### config.mk
export PLATFORM = sky130hd
export DESIGN_NAME = pc_unit
export DESIGN_NICKNAME = d
export VERILOG_FILES = /design/src/rtl/samba_pkg.sv /design/src/rtl/pc_adder.sv /design/src/rtl/pc_unit.sv
export SDC_FILE = /design/constraint.sdc
export NUM_CORES = 1
export LEC_CHECK = 0
export BUFFER_PORTS_ARGS = -buffer_cell sky130_fd_sc_hd__clkbuf_2
export CORE_ASPECT_RATIO = 0.7
export CORE_MARGIN = 10
export CORE_UTILIZATION = 49
export DETAILED_ROUTE_END_ITERATION = 6
export PLACE_DENSITY = 0.77
export SKIP_CTS_REPAIR_TIMING = 1
export SLEW_MARGIN = 20
export SYNTH_ARGS = -nofsm -noshare
export SYNTH_HDL_FRONTEND = slang
export SYNTH_SLANG_ARGS = --single-unit
### constraint.sdc
create_clock -name clk -period 1.78 [get_ports clk]
set_input_delay 0.089 -clock clk [delete_from_list [all_inputs] [get_ports clk]]
set_output_delay 0.089 -clock clk [all_outputs]
set_load 0.05 [all_outputs]
### src/rtl/samba_pkg.sv
// Shared fetch/memory definitions for the Samba core.
package samba_pkg;

  typedef enum logic {
    RUN    = 1'b0,
    HALTED = 1'b1
  } pc_state_t;

  localparam int unsigned DEFAULT_PC_WIDTH = 9;
  localparam int unsigned DEFAULT_RESET_PC = 0;

endpackage

### src/rtl/pc_adder.sv
// Sequential-address adder: pc + STEP, wrapping modulo 2^PC_WIDTH.
module pc_adder #(
  parameter int unsigned PC_WIDTH = 9,
  parameter int unsigned PC_STEP  = 1
) (
  input  logic [PC_WIDTH-1:0] pc,
  output logic [PC_WIDTH-1:0] sum
);

  // Carry out of the top bit is dropped, giving the wrap-around.
  always_comb begin
    sum = pc + PC_WIDTH'(PC_STEP);
  end

endmodule

### src/rtl/pc_unit.sv
// Program-counter unit: registered PC, redirect priority, flush pulse,
// halt state and saturating fetch counter.
module pc_unit
  import samba_pkg::*;
#(
  parameter int unsigned PC_WIDTH  = DEFAULT_PC_WIDTH,
  parameter int unsigned PC_STEP   = 1,
  parameter int unsigned RESET_PC  = DEFAULT_RESET_PC,
  parameter int unsigned CNT_WIDTH = 16
) (
  input  logic                 clk,
  input  logic                 reset,
  input  logic                 stall_i,
  input  logic                 branch_i,
  input  logic [PC_WIDTH-1:0]  branch_target_i,
  input  logic                 jump_i,
  input  logic [PC_WIDTH-1:0]  jump_target_i,
  input  logic                 halt_i,
  output logic [PC_WIDTH-1:0]  pc_o,
  output logic [PC_WIDTH-1:0]  pc_next_o,
  output logic                 valid_o,
  output logic                 flush_o,
  output logic                 halted_o,
  output logic [CNT_WIDTH-1:0] fetch_cnt_o
);

  localparam logic [PC_WIDTH-1:0] RESET_VAL = PC_WIDTH'(RESET_PC);

  pc_state_t             state_q, state_d;
  logic [PC_WIDTH-1:0]   pc_q, pc_d;
  logic                  valid_q, valid_d;
  logic                  flush_q, flush_d;
  logic [CNT_WIDTH-1:0]  cnt_q, cnt_d;
  logic                  advance;

  pc_adder #(
    .PC_WIDTH (PC_WIDTH),
    .PC_STEP  (PC_STEP)
  ) u_adder (
    .pc  (pc_q),
    .sum (pc_next_o)
  );

  // State and pipeline-facing registers; synchronous reset restores everything.
  always_ff @(posedge clk) begin
    if (reset) begin
      state_q <= RUN;
      pc_q    <= RESET_VAL;
      valid_q <= 1'b0;
      flush_q <= 1'b0;
      cnt_q   <= '0;
    end else begin
      state_q <= state_d;
      pc_q    <= pc_d;
      valid_q <= valid_d;
      flush_q <= flush_d;
      cnt_q   <= cnt_d;
    end
  end

  // Next-state / next-PC selection: halt > jump > branch > stall > sequential.
  always_comb begin
    state_d = state_q;
    pc_d    = pc_q;
    valid_d = 1'b0;
    flush_d = 1'b0;
    cnt_d   = cnt_q;
    advance = 1'b0;
    case (state_q)
      RUN: begin
        valid_d = 1'b1;
        if (halt_i) begin
          state_d = HALTED;
          valid_d = 1'b0;
        end else if (jump_i) begin
          pc_d    = jump_target_i;
          flush_d = 1'b1;
          advance = 1'b1;
        end else if (branch_i) begin
          pc_d    = branch_target_i;
          flush_d = 1'b1;
          advance = 1'b1;
        end else if (!stall_i) begin
          pc_d    = pc_next_o;
          advance = 1'b1;
        end
      end
      HALTED: begin
        state_d = HALTED;
      end
    endcase
    if (advance && (cnt_q != '1)) begin
      cnt_d = cnt_q + CNT_WIDTH'(1);
    end
  end

  assign pc_o        = pc_q;
  assign valid_o     = valid_q;
  assign flush_o     = flush_q;
  assign halted_o    = (state_q == HALTED);
  assign fetch_cnt_o = cnt_q;

endmodule

==> key figures <==
Status
  – Outcome: completed

Clocking
  – H-tree depth: 1
  – Clock latency on the worst-skew pair: approximately 0.28 ns
  – CTS tree: yes
  – Num CTS Buffers: 3
  – CTS root buf: clkbuf_8
  – Clock-pin slew on the worst setup and hold paths: approximately 0.090 ns
  – CTS sink count: 28
  – CTS Buffer Depth: 2

Synth
  – Mapped Nets: roughly 230
  – Synth Flop Type: dfxtp_1
  – Asr flop ratio synth: 0
  – Synthesized flop and latch total: 28
  – Post-Synthesis Cells: around 210
  – Synthesis Warnings: 0
  – Register area share after synthesis: 0.328
  – Mean Syn Cell Area: 8.26 µm²
  – Top-area cell type share of the netlist area: 0.328
  – Cell accounting for the most synthesized area: dfxtp_1
  – Post-synth EDFFs: 0
  – Synth cell types: between 50 and 60
  – Ranking of synthesized cells by area: dfxtp_1, a21oi_1, a211oi_1
  – Netlist Area Pre-Place: ~1700 µm²

Layout
  – Final Non-Filler Cells: 318
  – Share of cells above drive strength 1: 0.443
  – FF/Latch Area: approximately 600 µm²
  – Final Util: 0.703
  – Most common cell after layout, fill and taps aside: clkbuf_2
  – Multi-input gate area: around 1100 µm²
  – Most frequent cells in the layout: clkbuf_2, a21oi_1, dfxtp_2, nand2_1, nor2_1
  – Fillers: 271
  – Area Overhead vs Synth: 33.8%
  – # diodes: 0
  – Final nets: 298

Setup path
  – Critical Path RT: approximately 1.7 ns
  – Crit path DAT: 1.63 ns
  – Critical Path Start Type: flop
  – Worst path top cell family by delay: simple AND/OR/NAND/NOR gates
  – Slowest cell on the critical path: dfxtp_4
  – Crit path buffers/inverters: 1
  – Worst stage delay on the critical path: roughly 0.4 ns
  – Crit path cell chain: nand3_4 > o31a_1 > or2_2 > buf_4
  – Critical path class: reg2out
  – Crit path max fanout: 8
  – Setup crit end kind: output pin

STA
  – Actual slew at the worst max-slew pin: 0.486 ns
  – Period minus WS final: roughly 1.7 ns
  – RSZ-0062 raised after global routing: false
  – Worst Skew: between 0.004 and 0.005 ns
  – Worst slew margin: 0.676
  – Hold Violations, Final: 0
  – Fin. max-slew vios: 0
  – Setup Viol. Count Final: 0
  – Max Freq: just under 600 MHz
  – Tcrit/Tclk final: 0.963

Routing
  – Detailed Route Iter0 Violations: roughly 150
  – DRT Pass-1 Iters: 4
  – DRC violations left: 0
  – WL per Instance: around 16 µm
  – Number of vias per cell: 5.61
  – Via Count: between 1500 and 2000
  – Remaining antenna violation count: 0
  – Post-Route WL: approximately 5000 µm

Die
  – # IOs: between 60 and 70
  – Die X: roughly 90 µm
  – Die ar.: approximately 6300 µm²
  – Rows: 17
  – Die Span Y: 69.4 µm
  – Initial Utilization: 0.525
  – Core Box Area: between 3000 and 4000 µm²

Global route
  – GRT overflow: 0
  – Initial antenna violation count: 0
  – Tot GR Track Use: 0.148
  – Vias in the first global route: between 1500 and 2000
  – Largest net degree at the start of global routing: 27
  – First-pass GRT wire length: slightly above 8000 µm

Place
  – Post-Place Cells: 312
  – Placer Congestion: 0.816
  – DP HPWL: between 3000 and 4000 µm
  – Count of buffers from port buffering: 60

Power
  – PwrDens: between 600 and 700 nW/µm²
  – Pint: just over 0.9 mW
  – Flop pwr share: 0.491
  – Design Power: roughly 1.4 mW
  – Clock network power share: 0.249
  – Combinational power share: 0.260
  – Worst VDD drop: 398 µV
  – Pleak: ~0.93 nW
  – Sw Pwr: 0.489 mW
  – Sw Share: 0.347

Worst hold path
  – Hold WC Path Type: in2reg

Run
  – Max_cap viols: 0
==> sequential cells by signal, indices dropped and copies added (netlist names) <==
| signal | cells |
|---|---|
| fetch_cnt_o | 16 |
| pc_o | 9 |
| flush_o | 1 |
| halted_o | 1 |
| valid_o | 1 |
==> power by group through the flow <==
stage / Sequential (mW) / Clock, mW / Combinational, mW
4_1_cts: 0.689 / 0.356 / 0.359
5_1_grt: 0.697 / 0.380 / 0.393
6_report: 0.692 / 0.351 / 0.367
2_1_floorplan: 0.773 / 0 / 0.190
3_3_place_gp: 0.703 / 0 / 0.357
3_5_place_dp: 0.704 / 0 / 0.358
==> routing by layer <==
| layer | routed length, µm | track usage | vias to the layer above |
|---|---|---|---|
| met5 | 0 | 0 | - |
| met4 | 18 | 0.0157 | 0 |
| met3 | 405 | 0.0496 | 2 |
| met2 | 2240 | 0.215 | 62 |
| met1 | 2330 | 0.211 | 812 |
| li1 | - | - | 909 |
==> cell usage after synthesis (2+ instances only) <==
| master | instances |
|---|---|
| a211oi_1 | 7 |
| a21oi_1 | 20 |
| and2_1 | 2 |
| and3_1 | 3 |
| buf_2 | 2 |
| buf_4 | 2 |
| clkbuf_1 | 5 |
| dfxtp_1 | 28 |
| ha_1 | 2 |
| inv_1 | 11 |
| mux2_2 | 2 |
| mux2i_1 | 2 |
| nand2_1 | 14 |
| nand2b_1 | 3 |
| nand3_1 | 9 |
| nand4_1 | 4 |
| nor2_1 | 14 |
| nor2b_1 | 3 |
| nor3_1 | 6 |
| nor4_1 | 2 |
| o211ai_1 | 4 |
| o21a_1 | 3 |
| o21ai_0 | 8 |
| o311ai_0 | 3 |
| o31ai_1 | 6 |
| o41ai_1 | 2 |
| or3_1 | 2 |
| or4_1 | 7 |
| xnor2_1 | 3 |
| xor2_1 | 3 |
==> layout make-up <==
cell class | count | area share
clock buffers | 3 | 0.0181
flip-flops and latches | 28 | 0.262
repair buffers | 71 | 0.172
clock inverters | 1 | 0.00164
multi-input cells | 157 | 0.502
well taps | 47 | 0.0257
inverters | 11 | 0.0181
==> final timing paths <==
check / cells after the start / startpoint / slack, ns / end
worst max register to register: 4 / fetch_cnt_o[2]$_SDFFE_PP0P_ / 0.09 / fetch_cnt_o[8]$_SDFFE_PP0P_
worst max-delay path: 4 / pc_o[4]$_SDFFE_PP0P_ / 0.07 / pc_next_o[7]
worst min-delay path: 2 / halt_i / 0.09 / valid_o$_SDFF_PP0_
worst min register to register: 1 / fetch_cnt_o[15]$_SDFFE_PP0P_ / 0.49 / fetch_cnt_o[15]$_SDFFE_PP0P_
==> kinds of logic after synthesis <==
logic type	count (synthesis)	synth area share
buf+inv	22	0.0586
simple gates	83	0.305
xor+xnor	6	0.0308
compound gates	62	0.239
fa+ha+maj	2	0.0146
mux	4	0.0249
flops	28	0.328
==> through the flow <==
step	hold WS (ns)	area [µm²]	setup TNS (ns)	worst slack, ns
finish	0.0947	2290	0	0.0656
global route	0.0997	2290	0	0.00413
CTS	0.101	2220	-0.312	-0.194
detailed placement	0.391	2180	0	0.124
global placement	0.385	2180	0	0.150
floorplan	0.177	1810	0	0.0551
==> worst register-to-register path: cells and delay by family (launching register included) <==
kind / cells / cell delay, ns
mux: 1 / 0.37
simple gates: 3 / 0.83
flops: 1 / 0.40
Note: power is estimated with default switching activity, not from simulation.
